===== config.mk =====
export PLATFORM = sky130hd
export DESIGN_NAME = imem_loader
export DESIGN_NICKNAME = d
export VERILOG_FILES = /design/src/rtl/imem_loader.sv
export SDC_FILE = /design/constraint.sdc
export NUM_CORES = 1
export LEC_CHECK = 0
export ABC_CLOCK_PERIOD_IN_PS = 5900
export CORE_MARGIN = 8
export CORE_UTILIZATION = 65
export DETAILED_ROUTE_END_ITERATION = 16
export PLACE_DENSITY_LB_ADDON = 0.12
export SYNTH_ARGS = -nofsm -noshare
export SYNTH_HDL_FRONTEND = slang
export SYNTH_SLANG_ARGS = --single-unit

===== constraint.sdc =====
create_clock -name clk_main -period 5.9 [get_ports clk_main]
set_input_delay 0.885 -clock clk_main [delete_from_list [all_inputs] [get_ports clk_main]]
set_output_delay 0.885 -clock clk_main [all_outputs]
set_load 0.02 [all_outputs]

===== src/rtl/imem_loader.sv =====
// imem_loader: 64x16 instruction memory with a zero-latency fetch port and a
// byte-serial host loader (valid/ready) that holds the CPU while a load runs.
module imem_loader #(
  parameter int unsigned ADDR_W = 6,
  parameter int unsigned DATA_W = 16,
  parameter int unsigned CNT_W  = 7
) (
  input  logic              clk_main,
  input  logic              reset,
  input  logic [ADDR_W-1:0] PC,
  output logic [DATA_W-1:0] InstructIn,
  input  logic              ld_start,
  input  logic [CNT_W-1:0]  ld_count,
  input  logic [7:0]        ld_byte,
  input  logic              ld_valid,
  output logic              ld_ready,
  output logic              ld_busy,
  output logic              cpu_hold,
  output logic              ld_done,
  output logic              ld_err
);

  localparam int unsigned DEPTH  = 1 << ADDR_W;
  localparam int unsigned BYTE_W = 8;

  typedef enum logic [2:0] {IDLE, HI, LO, WR, DONE} state_t;

  state_t              r_state;
  state_t              w_next;
  logic                r_ready;
  logic                r_busy;
  logic                r_done;
  logic                r_err;
  logic [ADDR_W-1:0]   r_addr;
  logic [CNT_W-1:0]    r_rem;
  logic [BYTE_W-1:0]   r_hi;
  logic [BYTE_W-1:0]   r_lo;
  logic [DATA_W-1:0]   r_mem [DEPTH];

  logic                w_cnt_ok;
  logic                w_start_ok;
  logic                w_xfer;
  logic                w_we;
  logic                w_err;
  logic                w_ready_nxt;
  logic                w_busy_nxt;
  logic                w_done_nxt;

  assign w_cnt_ok = (ld_count != '0) && (ld_count <= CNT_W'(DEPTH));
  assign w_xfer   = ld_valid && r_ready;

  // Next-state decode; output flags are precomputed from the next state so
  // every handshake/status output comes straight from a flop.
  always_comb begin
    w_next      = r_state;
    w_start_ok  = 1'b0;
    w_err       = 1'b0;
    w_we        = 1'b0;
    case (r_state)
      IDLE: begin
        if (ld_start) begin
          if (w_cnt_ok) begin
            w_next     = HI;
            w_start_ok = 1'b1;
          end else begin
            w_err = 1'b1;
          end
        end
      end
      HI:      if (w_xfer) w_next = LO;
      LO:      if (w_xfer) w_next = WR;
      WR: begin
        w_we   = 1'b1;
        w_next = (r_rem == CNT_W'(1)) ? DONE : HI;
      end
      DONE:    w_next = IDLE;
      default: w_next = IDLE;
    endcase
    w_ready_nxt = (w_next == HI) || (w_next == LO);
    w_busy_nxt  = (w_next != IDLE);
    w_done_nxt  = (w_next == DONE);
  end

  always_ff @(posedge clk_main) begin
    if (reset) begin
      r_state <= IDLE;
      r_ready <= 1'b0;
      r_busy  <= 1'b0;
      r_done  <= 1'b0;
      r_err   <= 1'b0;
    end else begin
      r_state <= w_next;
      r_ready <= w_ready_nxt;
      r_busy  <= w_busy_nxt;
      r_done  <= w_done_nxt;
      r_err   <= w_err;
    end
  end

  // Loader datapath: word address, remaining-word count and byte staging.
  always_ff @(posedge clk_main) begin
    if (reset) begin
      r_addr <= '0;
      r_rem  <= '0;
      r_hi   <= '0;
      r_lo   <= '0;
    end else begin
      if (w_start_ok) begin
        r_addr <= '0;
        r_rem  <= ld_count;
      end
      if ((r_state == HI) && w_xfer) r_hi <= ld_byte;
      if ((r_state == LO) && w_xfer) r_lo <= ld_byte;
      if (w_we) begin
        r_addr <= r_addr + ADDR_W'(1);
        r_rem  <= r_rem - CNT_W'(1);
      end
    end
  end

  // Memory array has no reset so program contents survive a CPU reset.
  always_ff @(posedge clk_main) begin
    if (!reset && w_we) r_mem[r_addr] <= DATA_W'({r_hi, r_lo});
  end

  assign InstructIn = r_busy ? '0 : r_mem[PC];
  assign ld_ready   = r_ready;
  assign ld_busy    = r_busy;
  assign cpu_hold   = r_busy;
  assign ld_done    = r_done;
  assign ld_err     = r_err;

endmodule


==> results.yml <==
sta:
  setup_violations: 0
  worst_slew_pin_slew_ps: 1380
  post-route-min-period_ps: 4980
  fin_setup_tns_ps: 0
  maxSlewHeadroom_pct: 8.03
  hold_slack_ps: 465
  slew_viol_final: 0
  hold_viol: 0
  max_freq_mhz: 201
  period_share_pct: 84.5
  setup_slack_ps: 917
  clock-skew-final_ps: 23.5
  rsz0062_at_grt: "false"
synth:
  synth_flop_cell: "edfxtp_1"
  synth_compound_area_share_pct: 2.64
  synthMuxAreaShare_pct: 16.2
  synth_xor_area_share_pct: 0.0214
  synth_nets: 1914
  ys_seq_area_share_pct: 76.9
  syn_area_mm2: 0.0409
  synth.distinct_cells: 58
  avgSynthCellArea_um2: 21.7
  syn_inst: 1886
  synth_simple_gate_area_share_pct: 2.57
  post_synth_fa_ha_maj_area_fraction_pct: 0.0917
  async_reset_ff_share_pct: 0
  synth_top_family_by_area: "multiplexers"
  synth_seq_cells: 1060
  synth_edf_count: 1024
  synth_warnings: 0
clock_tree:
  clk_path_buf_depth: 3
  hold_buffers: 0
  cts.sinks: 1060
  post_cts_buffers: 0
  cts_tree: "done"
  cts_made_buffers: 102
  cts_root_buf: "clkbuf_16"
  cts-resized-gates: 0
  htree_levels: 3
  clkLatencyLatePin_ps: 660
  cts.clk_slew.worst_paths_ps: 60
pwr:
  p_sw_share_pct: 20.1
  netSwitchingPower_mw: 3.07
  combPwrFrac_pct: 4.1
  clkPwrFrac_pct: 42.6
  vdd_drop_max_v: 0.000276
  p_int_mw: 12.2
  p_per_area_mw_per_mm2: 330
  leakage_nw: 15.9
  pwr-share-seq_pct: 53.3
floorplanning:
  die_area_mm2: 0.0712
  dieHeight_um: 267
  design.core.area_mm2: 0.0626
  die_x_um: 267
  core.rowCount: 92
  initial_utilization_pct: 65.3
  ioPinCount: 46
worst_setup_path:
  critPathRequiredTime_ps: 5020
  end_kind: "output port"
  crit_fanout: 21
  crit_type: "in2out"
  cp.arrival_ps: 4100
  start_kind: "primary input"
layout:
  most-common-layout-cells: "1,024 x edfxtp_1, 257 x mux4_2, 119 x buf_4, 106 x clkbuf_16, 100 x nor2_1"
  drive_gt1_share_pct: 26.5
  final_nets: 2083
  layout_commonest_cell: "edfxtp_1"
  multi_input_area_mm2: 0.00880
  diodes: 0
  finalNonFillerCells: 2985
  syn2layout_area_growth_pct: 13.0
  regArea_mm2: 0.0315
  fillCellCount: 3524
grt:
  grt_first_pass_wirelength_um: 141000
  grt_max_degree: 66
  grt_remaining_overflow: 0
  first_global_vias: 20344
  grt.total_usage_pct: 27.4
  antenna_found_initial: 4
routing:
  dr.pass1.iters: 6
  num_vias: 20277
  drt-total-wl_um: 96200
  drtAntennaViolNets: 0
  drt_iter0_drc: 2831
  wl_per_cell_um: 32.2
  drt-vias-per-instance: 6.79
  drc: 0
run:
  drv_cap: 0
placement:
  dpl.cell_count: 2797
  io_buffers: 45
  pre_cts_ws_ps: 1010
  hpwlAfterDp_um: 56900
  place_congestion: 0.917
worst_hold_path:
  worstHoldPathType: "reg2reg"
status:
  outcome: "finished clean"
[layer usage]
layer  routed length (um)  up-vias  GRT usage [%]  part of all wire, %
met3                 9310      161           5.08                  9.7
met5                    0        -              0                    0
met1                37900    10639           39.8                   39
li1                     -     8271              -                    -
met4                 2540        0           8.40                  2.6
met2                46400     1206           43.0                   48
[flip-flops by register name (all words and copies together) (netlist names), 3 cells and up]
name,count
r_mem,1024
r_rem,7
r_lo,8
r_state,3
r_addr,6
r_hi,8
[cell families (layout without fill, tap and decap cells)]
kind of cell / after synthesis / in the layout
fa+ha+maj: 3 / 3
simple gates: 221 / 221
flops: 1060 / 1060
compound gates: 159 / 159
mux: 331 / 331
buf+inv: 111 / 364
xor+xnor: 1 / 1
[critical path, stage by stage]
cell and delay (ps):
clkdlybuf4s50_1 680, buf_4 350, nand2_1 220, or2_2 460
o22ai_1 470, a211oi_1 110, a22o_1 340, clkdlybuf4s50_1 560
[synthesized netlist by cell type, drive strengths merged (3+ instances only)]
cell type,number,area [um^2]
or3,3,18.8
o21ai,24,120
a21oi,24,120
o22ai,32,200
nor3,6,30.0
mux2,8,90.1
nor4,7,43.8
nand3,18,95.1
o211ai,3,22.5
edfxtp,1024,30700
inv,3,11.3
o41ai,3,26.3
or2,5,31.3
clkbuf,33,124
a22oi,14,105
buf,75,515
nor2b,21,131
nand3b,5,37.5
dfxtp,36,721
o221ai,10,87.6
a211o,4,35.0
a211oi,17,128
nand2,31,116
ha,3,37.5
nor2,100,375
a22o,3,26.3
o22a,3,26.3
mux4,262,5920
mux2i,61,611
a31oi,4,25.0
a31o,5,43.8
nand2b,14,87.6
[power groups by stage]
stage               sequential [mW]  clock, mW  combinational (mW)
finish                         8.15       6.51               0.621
global route                   8.14       6.86               0.650
CTS                            8.15       6.58               0.622
detailed placement             8.31          0               0.618
global placement               8.31          0               0.613
floorplan                      8.31          0               0.392
[worst paths after layout]
| check | from | endpoint | slack [ps] | cells past startpoint |
|---|---|---|---|---|
| worst min-delay path | r_rem[5]$_SDFFE_PP0P_ | r_rem[5]$_SDFFE_PP0P_ | 470 | 2 |
| worst min register to register | r_rem[5]$_SDFFE_PP0P_ | r_rem[5]$_SDFFE_PP0P_ | 470 | 2 |
| worst max-delay path | PC[4] | InstructIn[12] | 920 | 8 |
| worst max register to register | r_state[0]$_SDFF_PP0_ | r_mem[19][0]$_DFFE_PP_ | 2010 | 5 |
[through the flow]
stage	total power [mW]	util, %	cell area, um^2
after floorplan	8.70	-	40900
after global placement	8.92	68.5	42900
after detailed placement	8.92	68.5	42900
after CTS	15.4	73.8	46200
after global routing	15.7	73.8	46200
final	15.3	73.8	46200
[final cells by class]
class	instances	share of cell area (%)
sequential	1060	68.1
multi-input combinational	715	19.0
clock buffer	128	5.91
timing repair buffer	173	3.33
tap	846	2.29
clock inverter	60	1.31
inverter	3	0.0244
Power figures use the tool's default switching activity.
